===== src/rtl/dffx_stim_pkg.sv =====
// Shared types and constants for the dffx stimulus generator.
// State enum, LFSR taps/width, draw rotate step, rV tap offset.
package dffx_stim_pkg;

  localparam int          LFSR_W    = 32;
  localparam logic [31:0] LFSR_TAPS = 32'h8020_0003;
  localparam int          ROT_STEP  = 5;
  localparam int          RV_OFS    = 11;

  typedef enum logic [1:0] {
    IDLE,
    SEED,
    RUN
  } state_e;

  function automatic logic [LFSR_W-1:0] rotr(
    input logic [LFSR_W-1:0] x,
    input int unsigned       k
  );
    logic [2*LFSR_W-1:0] t;
    t = {x, x} >> k;
    return t[LFSR_W-1:0];
  endfunction

endpackage


===== src/rtl/dffx_stim_if.sv =====
// Control/monitor bundle for dffx_stim_gen.
// master: drives enable/seed_load/seed/rate/d_mon; slave: drives V/rD/rV/inject_count/busy.
interface dffx_stim_if #(
  parameter int WIDTH  = 8,
  parameter int RATE_W = 8,
  parameter int CNT_W  = 16
) ();

  logic              enable;
  logic              seed_load;
  logic [31:0]       seed;
  logic [RATE_W-1:0] rate;
  logic [WIDTH-1:0]  d_mon;
  logic [WIDTH-1:0]  V;
  logic [WIDTH-1:0]  rD;
  logic [WIDTH-1:0]  rV;
  logic [CNT_W-1:0]  inject_count;
  logic              busy;

  modport master (
    output enable, seed_load, seed, rate, d_mon,
    input  V, rD, rV, inject_count, busy
  );

  modport slave (
    input  enable, seed_load, seed, rate, d_mon,
    output V, rD, rV, inject_count, busy
  );

endinterface


===== src/rtl/dffx_stim_lfsr.sv =====
// Seedable 32-bit Galois LFSR; a zero seed is replaced by 1.
// Ports: clk_i, rst_ni, step_i, load_i, seed_i, lfsr_o.
module dffx_stim_lfsr
  import dffx_stim_pkg::*;
#(
  parameter logic [31:0] RST_VAL = 32'hACE1_2468
) (
  input  logic              clk_i,
  input  logic              rst_ni,
  input  logic              step_i,
  input  logic              load_i,
  input  logic [LFSR_W-1:0] seed_i,
  output logic [LFSR_W-1:0] lfsr_o
);

  localparam logic [LFSR_W-1:0] RST_NZ =
    (RST_VAL == '0) ? 32'h1 : RST_VAL;

  logic [LFSR_W-1:0] lfsr_q, lfsr_d;

  always_comb begin
    lfsr_d = lfsr_q;
    if (load_i) begin
      lfsr_d = (seed_i == '0) ? 32'h1 : seed_i;
    end else if (step_i) begin
      lfsr_d = (lfsr_q >> 1)
             ^ (lfsr_q[0] ? LFSR_TAPS : '0);
    end
  end

  always_ff @(posedge clk_i or negedge rst_ni) begin
    if (!rst_ni) lfsr_q <= RST_NZ;
    else         lfsr_q <= lfsr_d;
  end

  assign lfsr_o = lfsr_q;

endmodule


===== src/rtl/dffx_stim_gen.sv =====
// Violation / random-data stimulus for a bank of instrumented flops.
// Ports: CK, RS (async low), stim (dffx_stim_if.slave). Option: DFFX_STIM_HOLDOFF_EN.
module dffx_stim_gen
  import dffx_stim_pkg::*;
#(
  parameter int          WIDTH    = 8,
  parameter int          RATE_W   = 8,
  parameter logic [31:0] SEED_RST = 32'hACE1_2468,
  parameter int          CNT_W    = 16
`ifdef DFFX_STIM_HOLDOFF_EN
  , parameter int        HOLDOFF  = 4
`endif
) (
  input logic        CK,
  input logic        RS,
  dffx_stim_if.slave stim
);

  state_e            state_q, state_d;
  logic [LFSR_W-1:0] lfsr;
  logic [WIDTH-1:0]  d_prev_q;
  logic [WIDTH-1:0]  v_q, v_d;
  logic [WIDTH-1:0]  rd_q, rd_d;
  logic [WIDTH-1:0]  rv_q, rv_d;
  logic [CNT_W-1:0]  cnt_q, cnt_d;
  logic              busy_q;
  logic              run;
  logic [WIDTH-1:0]  draw_ok;
  logic [LFSR_W-1:0] rot;
  logic [5:0]        pop;
  logic [CNT_W+5:0]  sum;

  localparam logic [CNT_W+5:0] CNT_MAX =
    {6'd0, {CNT_W{1'b1}}};

  // seed_load outranks enable from every state
  always_comb begin
    state_d = state_q;
    unique case (state_q)
      IDLE, SEED, RUN:
        state_d = stim.enable ? RUN : IDLE;
      default: state_d = IDLE;
    endcase
    if (stim.seed_load) state_d = SEED;
  end

  assign run = (state_q == RUN) && !stim.seed_load;

  dffx_stim_lfsr #(
    .RST_VAL (SEED_RST)
  ) u_lfsr (
    .clk_i  (CK),
    .rst_ni (RS),
    .step_i (run),
    .load_i (stim.seed_load),
    .seed_i (stim.seed),
    .lfsr_o (lfsr)
  );

  always_comb begin
    draw_ok = '0;
    rot     = '0;
    for (int i = 0; i < WIDTH; i++) begin
      rot = rotr(lfsr, (ROT_STEP * i) % LFSR_W);
      draw_ok[i] = rot[RATE_W-1:0] < stim.rate;
    end
  end

`ifdef DFFX_STIM_HOLDOFF_EN
  localparam int HW = $clog2(HOLDOFF + 1);
  logic [HW-1:0]    hold_q [WIDTH];
  logic [HW-1:0]    hold_d [WIDTH];
  logic [WIDTH-1:0] hold_ok;

  always_comb begin
    for (int i = 0; i < WIDTH; i++) begin
      hold_ok[i] = (hold_q[i] == '0);
    end
  end
`endif

  always_comb begin
    v_d  = '0;
    rd_d = rd_q;
    rv_d = rv_q;
    if (run) begin
`ifdef DFFX_STIM_HOLDOFF_EN
      v_d = (stim.d_mon ^ d_prev_q) & draw_ok & hold_ok;
`else
      v_d = (stim.d_mon ^ d_prev_q) & draw_ok;
`endif
      for (int i = 0; i < WIDTH; i++) begin
        rd_d[i] = lfsr[i % LFSR_W];
        rv_d[i] = lfsr[(i + RV_OFS) % LFSR_W];
      end
    end
  end

`ifdef DFFX_STIM_HOLDOFF_EN
  always_comb begin
    for (int i = 0; i < WIDTH; i++) begin
      hold_d[i] = hold_q[i];
      if (stim.seed_load)      hold_d[i] = '0;
      else if (v_d[i])         hold_d[i] = HW'(HOLDOFF);
      else if (hold_q[i] != 0) hold_d[i] = hold_q[i] - 1'b1;
    end
  end

  always_ff @(posedge CK or negedge RS) begin
    if (!RS) begin
      for (int i = 0; i < WIDTH; i++) hold_q[i] <= '0;
    end else begin
      for (int i = 0; i < WIDTH; i++) hold_q[i] <= hold_d[i];
    end
  end
`endif

  // count is fed by the already-registered V
  always_comb begin
    pop = '0;
    for (int i = 0; i < WIDTH; i++) begin
      pop = pop + 6'(v_q[i]);
    end
    sum   = {6'd0, cnt_q} + {{CNT_W{1'b0}}, pop};
    cnt_d = (sum > CNT_MAX) ? {CNT_W{1'b1}}
                            : sum[CNT_W-1:0];
  end

  always_ff @(posedge CK or negedge RS) begin
    if (!RS) begin
      state_q  <= IDLE;
      d_prev_q <= '0;
      v_q      <= '0;
      rd_q     <= '0;
      rv_q     <= '0;
      cnt_q    <= '0;
      busy_q   <= 1'b0;
    end else begin
      state_q  <= state_d;
      d_prev_q <= stim.d_mon;
      v_q      <= v_d;
      rd_q     <= rd_d;
      rv_q     <= rv_d;
      cnt_q    <= cnt_d;
      busy_q   <= (state_d == RUN);
    end
  end

  assign stim.V            = v_q;
  assign stim.rD           = rd_q;
  assign stim.rV           = rv_q;
  assign stim.inject_count = cnt_q;
  assign stim.busy         = busy_q;

endmodule

===== src/flat_wrapper.sv =====
// flat-port wrapper written by rule: the top's interface ports become plain ports
module dffx_stim_gen_flat import dffx_stim_pkg::*;
#(
  parameter int          WIDTH    = 8,
  parameter int          RATE_W   = 8,
  parameter logic [31:0] SEED_RST = 32'hACE1_2468,
  parameter int          CNT_W    = 16

)
  (CK, RS, stim_enable, stim_seed_load, stim_seed, stim_rate, stim_d_mon, stim_V, stim_rD, stim_rV, stim_inject_count, stim_busy);
  dffx_stim_if #(.WIDTH(WIDTH), .RATE_W(RATE_W), .CNT_W(CNT_W)) stim_i ();
  input logic CK;
  input logic RS;
  input wire logic [$bits(stim_i.enable)-1:0] stim_enable;
  input wire logic [$bits(stim_i.seed_load)-1:0] stim_seed_load;
  input wire logic [$bits(stim_i.seed)-1:0] stim_seed;
  input wire logic [$bits(stim_i.rate)-1:0] stim_rate;
  input wire logic [$bits(stim_i.d_mon)-1:0] stim_d_mon;
  output wire logic [$bits(stim_i.V)-1:0] stim_V;
  output wire logic [$bits(stim_i.rD)-1:0] stim_rD;
  output wire logic [$bits(stim_i.rV)-1:0] stim_rV;
  output wire logic [$bits(stim_i.inject_count)-1:0] stim_inject_count;
  output wire logic [$bits(stim_i.busy)-1:0] stim_busy;
  assign stim_i.enable = stim_enable;
  assign stim_i.seed_load = stim_seed_load;
  assign stim_i.seed = stim_seed;
  assign stim_i.rate = stim_rate;
  assign stim_i.d_mon = stim_d_mon;
  assign stim_V = stim_i.V;
  assign stim_rD = stim_i.rD;
  assign stim_rV = stim_i.rV;
  assign stim_inject_count = stim_i.inject_count;
  assign stim_busy = stim_i.busy;
  dffx_stim_gen #(.WIDTH(WIDTH), .RATE_W(RATE_W), .SEED_RST(SEED_RST), .CNT_W(CNT_W)) u_core (.CK(CK), .RS(RS), .stim(stim_i));
endmodule

===== config.mk =====
export PLATFORM = sky130hd
export DESIGN_NAME = dffx_stim_gen_flat
export DESIGN_NICKNAME = d
export VERILOG_FILES = /design/src/rtl/dffx_stim_pkg.sv /design/src/rtl/dffx_stim_if.sv /design/src/rtl/dffx_stim_lfsr.sv /design/src/rtl/dffx_stim_gen.sv /design/src/flat_wrapper.sv
export SDC_FILE = /design/constraint.sdc
export NUM_CORES = 1
export LEC_CHECK = 0
export CELL_PAD_IN_SITES_DETAIL_PLACEMENT = 0
export CELL_PAD_IN_SITES_GLOBAL_PLACEMENT = 1
export CORE_ASPECT_RATIO = 1.75
export CORE_MARGIN = 2
export CORE_UTILIZATION = 41
export DETAILED_ROUTE_END_ITERATION = 7
export GPL_ROUTABILITY_DRIVEN = 0
export MAX_ROUTING_LAYER = met4
export PLACE_DENSITY_LB_ADDON = 0.12
export SYNTH_ARGS = -nofsm -noshare
export SYNTH_HDL_FRONTEND = slang
export SYNTH_SLANG_ARGS = --single-unit

===== constraint.sdc =====
create_clock -name CK -period 5.4 [get_ports CK]
set_input_delay 1.08 -clock CK [delete_from_list [all_inputs] [get_ports CK]]
set_output_delay 1.08 -clock CK [all_outputs]
set_load 0.01 [all_outputs]

==> flow_metrics.env <==
export IMPL_grt_max_degree=83
export IMPL_path_max_fanout=13
export IMPL_grt_use_met1=0.2280
export IMPL_drv_slew=0
export IMPL_syn_inst=516
export IMPL_cts_tree="yes"
export IMPL_reg2reg_slack_ps=1020
export IMPL_core_mm2=0.01207
export IMPL_antenna_found_initial=0
export IMPL_grt_met2_usage=0.3936
export IMPL_cts_inserted_buffers=9
export IMPL_ir_drop_v=0.0001601
export IMPL_synthToLayoutAreaGrowth_pct=27.42
export IMPL_synth_most_common_cell="nand2_1"
export IMPL_grt_busiest_layer="met2"
export IMPL_row_count=53
export IMPL_grt_setup_unrepaired="no"
export IMPL_finClkSkew_ps=5.454
export IMPL_cts_sink_count=82
export IMPL_grt_pass1_vias=4150
export IMPL_worst_pin_slew_ps=1086
export IMPL_routed_wl_mm=13.11
export IMPL_cp_data_arrival_time_ps=4630
export IMPL_grt_pass1_wl_mm=20.87
export IMPL_die_x_um=88.17
export IMPL_timing_rr_start="u_core.stim.V[0]"
export IMPL_via_per_inst=5.265
export IMPL_yosysUniqueCellTypes=40
export IMPL_die_y_um=151.3
export IMPL_syn_nets=636
export IMPL_boundaryPins=93
export IMPL_htreeDepth=3
export IMPL_clk_latency_ps=340
export IMPL_dpl_cell_area_mm2=0.006123
export IMPL_netlist_area_mm2=0.005082
export IMPL_rr_worst_depth=11
export IMPL_clkSlewWorstSetupHoldPaths_ps=60
export IMPL_r2r_end="u_core.stim.inject_count[13]"
export IMPL_worstPathRequired_ps=5650
export IMPL_drtPass1Iterations=4
export IMPL_start_util=0.4211
export IMPL_crit_start="u_core.stim.V[0]"
export IMPL_nets=723
export IMPL_cts_root_buf="clkbuf_16"
export IMPL_hold_violations=0
export IMPL_design_area_mm2=0.006476
export IMPL_min_period_over_period=0.8113
export IMPL_cp_endpoint="u_core.stim.inject_count[13]"
export IMPL_gr_total_overflow=0
export IMPL_period_needed_ps=4381
export IMPL_fmax_mhz=228.2
export IMPL_slew_headroom=0.2759
export IMPL_maxCapViolCount=0
export IMPL_drcViolationCount=0
export IMPL_async_reset_ff_frac=1.000
export IMPL_drive_above_1_share=0.07401
export IMPL_yosysWarnings=0
export IMPL_post_cts_buffers=0
export IMPL_hold_buffers=0
export IMPL_synth_top_area_frac=0.3397
export IMPL_hold_class="reg -> reg"
export IMPL_cts_resized=0
export IMPL_critPathCaptureType="register"
export IMPL_grt_use_total=0.2142
export IMPL_die_area_mm2=0.01334
export IMPL_antennaDiodeCount=0
export IMPL_ant_nets=0
export IMPL_synth_top_area_cell="dfrtp_1"
export IMPL_syn_avg_cell_area_um2=9.850
export IMPL_crit_type="reg -> reg"
export IMPL_worst_setup_path_start_kind="register"
export IMPL_io_buffers=92
export IMPL_status="finished, final reports clean"
export IMPL_routed_via_count=4070
export IMPL_ys_seq_area_frac=0.4069
export IMPL_synth_top_cells_by_area="dfrtp_1, ha_1, nand2_1, dfstp_2, mux2i_1"
export IMPL_ys_ff_latch=82
export IMPL_power_density_mw_per_mm2=299.2
export IMPL_wire_per_inst_um=16.96
export IMPL_dp_hpwl_mm=9.701
export IMPL_synth_edff_count=0
export IMPL_setup_viol=0
export IMPL_drt_iter0_markers=180
export IMPL_synth_top_flop_cell="dfrtp_1"
export IMPL_setup_tns_ps=0
export IMPL_leakage_nw=3.139
export IMPL_met3_usage=0.01962
export IMPL_clockBufferDepth=2
export IMPL_synth_common_cells="nand2_1, dfrtp_1, ha_1"
## cells in the final DEF (no fill, tap or decap), types with 2 or more instances in the layout
cell type,count
nand2_1,97
clkdlybuf4s50_1,90
dfrtp_1,69
ha_1,63
o21ai_0,37
mux2i_1,30
inv_1,25
nor2_1,19
a21oi_1,18
a21o_1,16
dfstp_2,13
nand4_1,12
nand3_1,12
nand2b_1,10
clkbuf_16,9
nor4_1,8
a211oi_1,7
o211ai_1,7
xnor2_1,6
xor2_1,6
a211o_1,5
fa_1,5
a311oi_2,4
o31a_1,4
o21a_1,3
or3_1,3
nor2b_1,3
bufinv_16,3
buf_4,3
and4_4,2
nand3b_1,2
mux2_4,2
clkbuf_8,2
clkinv_2,2
## metal layers
| metal | routed length (um) | part of all wire |
|---|---|---|
| met4 | 329 | 0.025 |
| met2 | 7139 | 0.54 |
| met1 | 5245 | 0.40 |
| met5 | 0 | 0 |
| met3 | 392 | 0.030 |
## critical path: stages (launching register included)
cell,delay [ps]
dfrtp_1,380
ha_1,270
inv_1,40
fa_1,490
fa_1,440
fa_1,420
fa_1,490
fa_1,450
nand2b_1,200
a21oi_2,380
nand3_1,470
o211ai_1,250
## cells by family (layout without fill, tap and decap cells)
logic type,Yosys count,count (layout),synth area share
buf+inv,43,135,0.03742
compound gates,104,104,0.1352
mux,32,32,0.06499
flops,82,82,0.4069
fa+ha+maj,68,68,0.1748
simple gates,175,175,0.1600
xor+xnor,12,12,0.02068
## where the power goes
part	internal, mW	switching (mW)	total (mW)
combinational	0.232	0.211	0.444
sequential	0.697	0.0722	0.769
clock	0.476	0.250	0.725
total	1.40	0.533	1.94
## state kept, by name, indices dropped and copies added, names as in the netlist
signal and count:
u_core.stim.V 8, u_core.stim.rD 8, u_core.stim.busy 1, u_core.state_q 1, u_core.stim.rV 8, u_core.stim.inject_count 16, u_core.d_prev_q 8, u_core.u_lfsr.lfsr_o 32
## area by class of cell
cell class	instances	area, um^2
Fill cell	1170	5593
Multi-Input combinational cell	391	2826
Sequential cell	82	2068
Timing Repair Buffer	94	928.4
Clock buffer	11	252.7
Tap cell	165	206.4
Clock inverter	5	100.1
Inverter	25	93.84
## through the flow
step                      setup WS [ps]  instances  hold slack [ps]  utilization  total power, mW
after floorplan                    1460        516            416.5            -            1.003
after global placement             1100        757            425.5       0.5074            1.209
after detailed placement          984.3        757            444.2       0.5074            1.228
after CTS                         975.6        773            452.6       0.5366            1.959
after global routing              800.2        773            490.3       0.5366            2.045
final                              1019        773            448.0       0.5366            1.937
## worst min path at each step
stage | start | to | cells after the start
CTS | u_core.state_q[0] | u_core.stim.busy | 1
finish | u_core.state_q[0] | u_core.stim.busy | 1
floorplan | u_core.state_q[0] | u_core.stim.busy | 1
global placement | u_core.state_q[0] | u_core.stim.busy | 1
global route | u_core.state_q[0] | u_core.stim.busy | 1
detailed placement | u_core.state_q[0] | u_core.stim.busy | 1
Note: power is estimated with default switching activity, not from simulation.
